### src/rtl/aes_pkg.sv
// Shared types and helpers for the AES ciphertext block loader.
package aes_pkg;

    localparam int unsigned BLOCK_BYTES = 16;
    localparam int unsigned BLOCK_W     = 128;

    typedef enum logic [2:0] {
        IDLE,
        FETCH,
        DRAIN,
        WAIT_KEY,
        LOAD,
        WAIT_AES
    } state_e;

    // LSB position of byte k in an MSB-first packed block
    function automatic int unsigned byte_lane(input logic [3:0] k);
        return BLOCK_W - 8 - 8 * 32'(k);
    endfunction

endpackage

### src/rtl/aes_block_loader_byte_packer.sv
// Issues 16 consecutive RAM reads and packs the returning bytes MSB-first into a shadow block.
module byte_packer
    import aes_pkg::*;
#(
    parameter int unsigned ADDR_W = 8,
    parameter int unsigned RD_LAT = 1
) (
    input  logic               clk,
    input  logic               rst_n,
    input  logic               fetch_go,
    input  logic [ADDR_W-1:0]  base,
    input  logic [7:0]         ram_data,
    output logic [ADDR_W-1:0]  ram_addra,
    output logic               issue_last_c,
    output logic               pack_done,
    output logic [BLOCK_W-1:0] block_c
);

    logic               issuing;
    logic [3:0]         issue_cnt;
    logic [3:0]         wr_cnt;
    logic [RD_LAT-1:0]  vld_pipe;
    logic [RD_LAT-1:0]  last_pipe;
    logic [BLOCK_W-1:0] shadow;
    logic               data_vld;

    assign issue_last_c = issuing && (issue_cnt == 4'd15);
    assign data_vld     = vld_pipe[RD_LAT-1];
    assign pack_done    = last_pipe[RD_LAT-1];

    // Address sequencer; the address holds its last value once the burst ends
    always_ff @(posedge clk or negedge rst_n) begin
        if (!rst_n) begin
            ram_addra <= '0;
            issuing   <= 1'b0;
            issue_cnt <= '0;
        end else if (fetch_go) begin
            ram_addra <= base;
            issuing   <= 1'b1;
            issue_cnt <= '0;
        end else if (issuing) begin
            if (issue_last_c) begin
                issuing <= 1'b0;
            end else begin
                ram_addra <= ram_addra + ADDR_W'(1);
                issue_cnt <= issue_cnt + 4'd1;
            end
        end
    end

    // Read-latency pipe marking which cycles carry valid (and final) RAM data
    always_ff @(posedge clk or negedge rst_n) begin
        if (!rst_n) begin
            vld_pipe  <= '0;
            last_pipe <= '0;
        end else begin
            for (int i = RD_LAT - 1; i > 0; i--) begin
                vld_pipe[i]  <= vld_pipe[i-1];
                last_pipe[i] <= last_pipe[i-1];
            end
            vld_pipe[0]  <= issuing;
            last_pipe[0] <= issue_last_c;
        end
    end

    // Shadow contents including the byte arriving this cycle
    always_comb begin
        block_c = shadow;
        if (data_vld) begin
            block_c[byte_lane(wr_cnt) +: 8] = ram_data;
        end
    end

    always_ff @(posedge clk or negedge rst_n) begin
        if (!rst_n) begin
            shadow <= '0;
            wr_cnt <= '0;
        end else if (fetch_go) begin
            wr_cnt <= '0;
        end else if (data_vld) begin
            shadow <= block_c;
            wr_cnt <= wr_cnt + 4'd1;
        end
    end

endmodule

### src/rtl/aes_block_loader.sv
// Feeds 128-bit ciphertext blocks from the byte RAM to the AES inverse cipher,
// prefetching the next block while the core works on the current one.
module aes_block_loader
    import aes_pkg::*;
#(
    parameter int unsigned ADDR_W = 8,
    parameter int unsigned RD_LAT = 1
) (
    input  logic               clk,
    input  logic               rst_n,
    input  logic               start,
    input  logic [ADDR_W-4:0]  num_blocks,
    input  logic               key_ready,
    output logic [ADDR_W-1:0]  ram_addra,
    input  logic [7:0]         ram_data,
    output logic               ld,
    output logic [BLOCK_W-1:0] aes_data,
    input  logic               aes_done,
    output logic               busy,
    output logic [ADDR_W-5:0]  blk_idx,
    output logic               frame_done
);

    localparam int unsigned CNT_W = ADDR_W - 3;
    localparam int unsigned IDX_W = ADDR_W - 4;

    state_e             state;
    state_e             state_nxt;
    logic [CNT_W-1:0]   nblk;
    logic [CNT_W-1:0]   fetch_cnt;
    logic [CNT_W-1:0]   ld_cnt;
    logic [ADDR_W-1:0]  base;
    logic               shadow_valid;
    logic               done_seen;
    logic               key_q;
    logic               fetch_go_c;
    logic               frame_done_nxt;
    logic               last_blk_c;
    logic               issue_last_c;
    logic               pack_done;
    logic [BLOCK_W-1:0] block_c;

    byte_packer #(
        .ADDR_W (ADDR_W),
        .RD_LAT (RD_LAT)
    ) u_packer (
        .clk          (clk),
        .rst_n        (rst_n),
        .fetch_go     (fetch_go_c),
        .base         (base),
        .ram_data     (ram_data),
        .ram_addra    (ram_addra),
        .issue_last_c (issue_last_c),
        .pack_done    (pack_done),
        .block_c      (block_c)
    );

    assign last_blk_c = (ld_cnt == nblk);

    always_ff @(posedge clk or negedge rst_n) begin
        if (!rst_n) state <= IDLE;
        else        state <= state_nxt;
    end

    // DRAIN goes straight to LOAD when the key is ready, so the first ld needs no extra cycle
    always_comb begin
        state_nxt = state;
        case (state)
            IDLE:     if (start && (num_blocks != '0)) state_nxt = FETCH;
            FETCH:    if (issue_last_c) state_nxt = DRAIN;
            DRAIN:    if (pack_done) state_nxt = key_q ? LOAD : WAIT_KEY;
            WAIT_KEY: if (key_q) state_nxt = LOAD;
            LOAD:     state_nxt = WAIT_AES;
            WAIT_AES: begin
                if (aes_done && last_blk_c) begin
                    state_nxt = IDLE;
                end else if ((aes_done || done_seen) && shadow_valid) begin
                    state_nxt = WAIT_KEY;
                end
            end
            default:  state_nxt = IDLE;
        endcase
    end

    always_comb begin
        fetch_go_c     = 1'b0;
        frame_done_nxt = 1'b0;
        case (state)
            IDLE: begin
                fetch_go_c     = start && (num_blocks != '0);
                frame_done_nxt = start && (num_blocks == '0);
            end
            LOAD:     fetch_go_c     = (fetch_cnt < nblk);
            WAIT_AES: frame_done_nxt = aes_done && last_blk_c;
            default:  ;
        endcase
    end

    always_ff @(posedge clk or negedge rst_n) begin
        if (!rst_n) begin
            ld           <= 1'b0;
            busy         <= 1'b0;
            frame_done   <= 1'b0;
            aes_data     <= '0;
            blk_idx      <= '0;
            nblk         <= '0;
            fetch_cnt    <= '0;
            ld_cnt       <= '0;
            base         <= '0;
            shadow_valid <= 1'b0;
            done_seen    <= 1'b0;
            key_q        <= 1'b0;
        end else begin
            ld         <= (state_nxt == LOAD);
            busy       <= (state_nxt != IDLE);
            frame_done <= frame_done_nxt;
            key_q      <= key_ready;
            done_seen  <= (state == WAIT_AES) && (state_nxt == WAIT_AES) && (aes_done || done_seen);

            if ((state == IDLE) && start) begin
                nblk <= num_blocks;
            end
            if (fetch_go_c) begin
                fetch_cnt <= fetch_cnt + CNT_W'(1);
                base      <= base + ADDR_W'(BLOCK_BYTES);
            end
            if (state_nxt == LOAD) begin
                aes_data     <= block_c;
                blk_idx      <= ld_cnt[IDX_W-1:0];
                ld_cnt       <= ld_cnt + CNT_W'(1);
                shadow_valid <= 1'b0;
            end else if (pack_done) begin
                shadow_valid <= 1'b1;
            end
            // Frame end rewinds the counters so the next frame reads from address 0
            if (frame_done_nxt) begin
                fetch_cnt <= '0;
                ld_cnt    <= '0;
                base      <= '0;
            end
        end
    end

endmodule

### config.mk
export PLATFORM = sky130hd
export DESIGN_NAME = aes_block_loader
export DESIGN_NICKNAME = d
export VERILOG_FILES = /design/src/rtl/aes_pkg.sv /design/src/rtl/aes_block_loader_byte_packer.sv /design/src/rtl/aes_block_loader.sv
export SDC_FILE = /design/constraint.sdc
export NUM_CORES = 1
export LEC_CHECK = 0
export CAP_MARGIN = 0
export CORE_MARGIN = 3
export CORE_UTILIZATION = 40
export CTS_CLUSTER_SIZE = 20
export DETAILED_ROUTE_END_ITERATION = 10
export HOLD_SLACK_MARGIN = 0.1
export PLACE_DENSITY = 0.63
export SKIP_LAST_GASP = 1
export SYNTH_ARGS = -nofsm -noshare
export SYNTH_HDL_FRONTEND = slang
export SYNTH_SLANG_ARGS = --single-unit
### constraint.sdc
create_clock -name clk -period 2.65 [get_ports clk]
set_clock_uncertainty 0.15 [all_clocks]
set_input_delay 0.265 -clock clk [delete_from_list [all_inputs] [get_ports clk]]
set_output_delay 0.265 -clock clk [all_outputs]
set_load 0.005 [all_outputs]
==> metrics.cfg <==
[clock_network]
cts_sinks=307
path_clk_slew_ps=60
htree_num_levels=2
clk_latency_ps=510
cts_tree=built
cts-root-buf=clkbuf_16
ctsLongestPathBuffers=3
numCtsBuffers=35

[global_route]
grt_pass1_vias=9295
gr-total-overflow=0
grt_max_degree=100
antenna_found_initial=1
grt_pass1_wl_um=53000
track_usage_pct=18.0

[logic_synthesis]
synthArstFlopShare_pct=100
avgSynthCellArea_um2=11.8
synthTopCellsByArea=dfrtp_1 (55%), mux2i_1 (9.7%), mux2_2 (8.2%), o21ai_0 (5.0%), nand2_1 (4.4%)
synth_area_um2=13900
yosysSeqAreaShare_pct=55.4
postSynthCellCount=1178
synth.largest_area_cell=dfrtp_1
ys_types=55
synth_warnings=0
synth.most_common_cell=dfrtp_1
synth_seq_cells=307
ys.flop_type=dfrtp_1
netlist_top_cells_count=dfrtp_1 (307), nand2_1 (163), o21ai_0 (138), mux2i_1 (135), mux2_2 (101)
synth_edf_count=0
synth_top_cell_area_share_pct=55.4
synth_nets=1207

[place]
dp.final_hpwl_um=22700
postPlaceCellArea_um2=16400
gp_congestion=0.795
dp_slack_ps=-87.4
place_inst=1763
portBuffers=160

[sta]
fmax_mhz=389
fin_crit_sh_pct=96.9
finalHoldViolations=0
rsz0062_at_grt=false
slew_viol_final=0
worstMarginPinSlew_ps=748
period_minus_slack_ps=2570
slew_headroom_pct=50.1
setup_tns_ps=0
finalSetupViolCount=0
setup_ws_ps=82.3
finalHoldWorstSlack_ps=200

[floorplanning]
die_h_um=192
rows=67
fp.coreArea_um2=33900
io_pins=161
die_x_um=192
initial_core_util_pct=41.0
die-area_um2=36900

[route]
drtAntennaViolNets=0
firstDrtPassIters=5
dr_wl_met2_um=15300
viasPerCell=5.06
via_count=9241
wl_um=32600
drc=0
wl_met1_um=15400
wl_met3_um=1400
wire_per_inst_um=17.9
drtIter0Drc=433
routed.top_layer=met4

[pwr]
ir_worst_vdd_v=0.000587
p_leak_nw=8.19
power_density_nw_per_um2=1200

[layout]
fin_cells=1825
nNetsFinal=1384
fillers=2973
area_growth_pct=26.7
drive_gt1_share_pct=21.6
diodes=0
design_area_um2=17600

[setup_path]
crit_arrival_ps=2820
critPathMaxFanout=8
crit_path_start_kind=flip-flop
required_ps=2900
critPathKind=reg -> reg
endpoint_kind=flip-flop

[flow_run]
maxCapViolations=0

[min_path]
hold_path_class=in -> async

[run_status]
status=finished, final reports clean

-- per-layer routing --
layer,vias to the layer above,GRT usage (%)
met5,-,0
met4,0,3.31
met3,33,2.83
met2,178,28.5
met1,4601,26.6
li1,4429,-
-- placed cells by master (no fill, tap or decap), types with 33 or more instances in the layout --
master and n:
o21ai_0 137, clkbuf_16 36, mux2_2 100, dfrtp_1 306, and3_1 33, mux2_4 33, buf_4 61, clkdlybuf4s50_1 159
mux2i_1 132, nand2_1 162
-- flip-flops by register name (all words and copies together) (netlist names), 3 cells and up --
signal,flops
state,3
nblk,5
base,4
aes_data,128
fetch_cnt,5
u_packer.shadow,128
u_packer.ram_addra,8
u_packer.wr_cnt,4
u_packer.issue_cnt,4
blk_idx,4
ld_cnt,5
-- layout make-up --
class	instances	area, µm²	share of cell area [%]
clock buffers	55	1030	5.87
clock inverters	4	35.0	0.199
inverters	11	41.3	0.235
multi-input cells	761	5830	33.1
flip-flops and latches	307	7680	43.7
well taps	448	561	3.19
repair buffers	239	2400	13.6
-- through the flow --
| stage | util [%] | power, W |
|---|---|---|
| final | 51.9 | 0.0211 |
| after global routing | 51.9 | 0.0226 |
| after CTS | 51.8 | 0.0213 |
| after detailed placement | 48.5 | 0.0166 |
| after global placement | 48.5 | 0.0164 |
| after floorplan | - | 0.0124 |
-- final timing paths --
kind | start | to | slack [ps] | cells past startpoint
max | u_packer.wr_cnt[0] | u_packer.shadow[125] | 80 | 7
max reg2reg | u_packer.wr_cnt[0] | u_packer.shadow[125] | 80 | 7
max in group asynchronous | rst_n | aes_data[118] | 1350 | 3
min | rst_n | aes_data[100] | 200 | 2
min in group clk | num_blocks[4] | nblk[4] | 220 | 3
min reg2reg | u_packer.issuing | u_packer.data_vld | 310 | 0
-- logic make-up (layout without fill, tap and decap cells) --
family	Yosys count	after routing	share of synthesized area, %
AOI/OAI and AO/OA	163	163	6.31
and+or+nand+nor	295	295	10.4
xor gates and xnor gates	24	24	1.62
muxes	268	268	21.4
adders and majority gates	11	11	0.992
buffers and inverters	110	309	3.85
DFF	307	307	55.4
-- critical path, stage by stage, from the launching register on --
cell,delay (ps)
dfrtp_2,450
and3_4,190
ha_4,230
nand2b_4,150
or4_4,560
nor3_4,230
buf_12,160
mux2_2,330
-- timing repair --
action	in CTS	in global routing
setup endpoints to repair	35	87
endpoints found under the hold margin	79	0
hold buffers	2	0
pin swaps	0	0
gates resized for setup	2	10
setup buffers	1	0
-- power breakdown --
part / total, W / switching, W / internal [W]
Combinational: 0.00874 / 0.00402 / 0.00472
Clock: 0.00451 / 0.00185 / 0.00267
Sequential: 0.00782 / 0.00124 / 0.00658
Total: 0.0211 / 0.00711 / 0.0140
(Power assumes the default switching activity.)
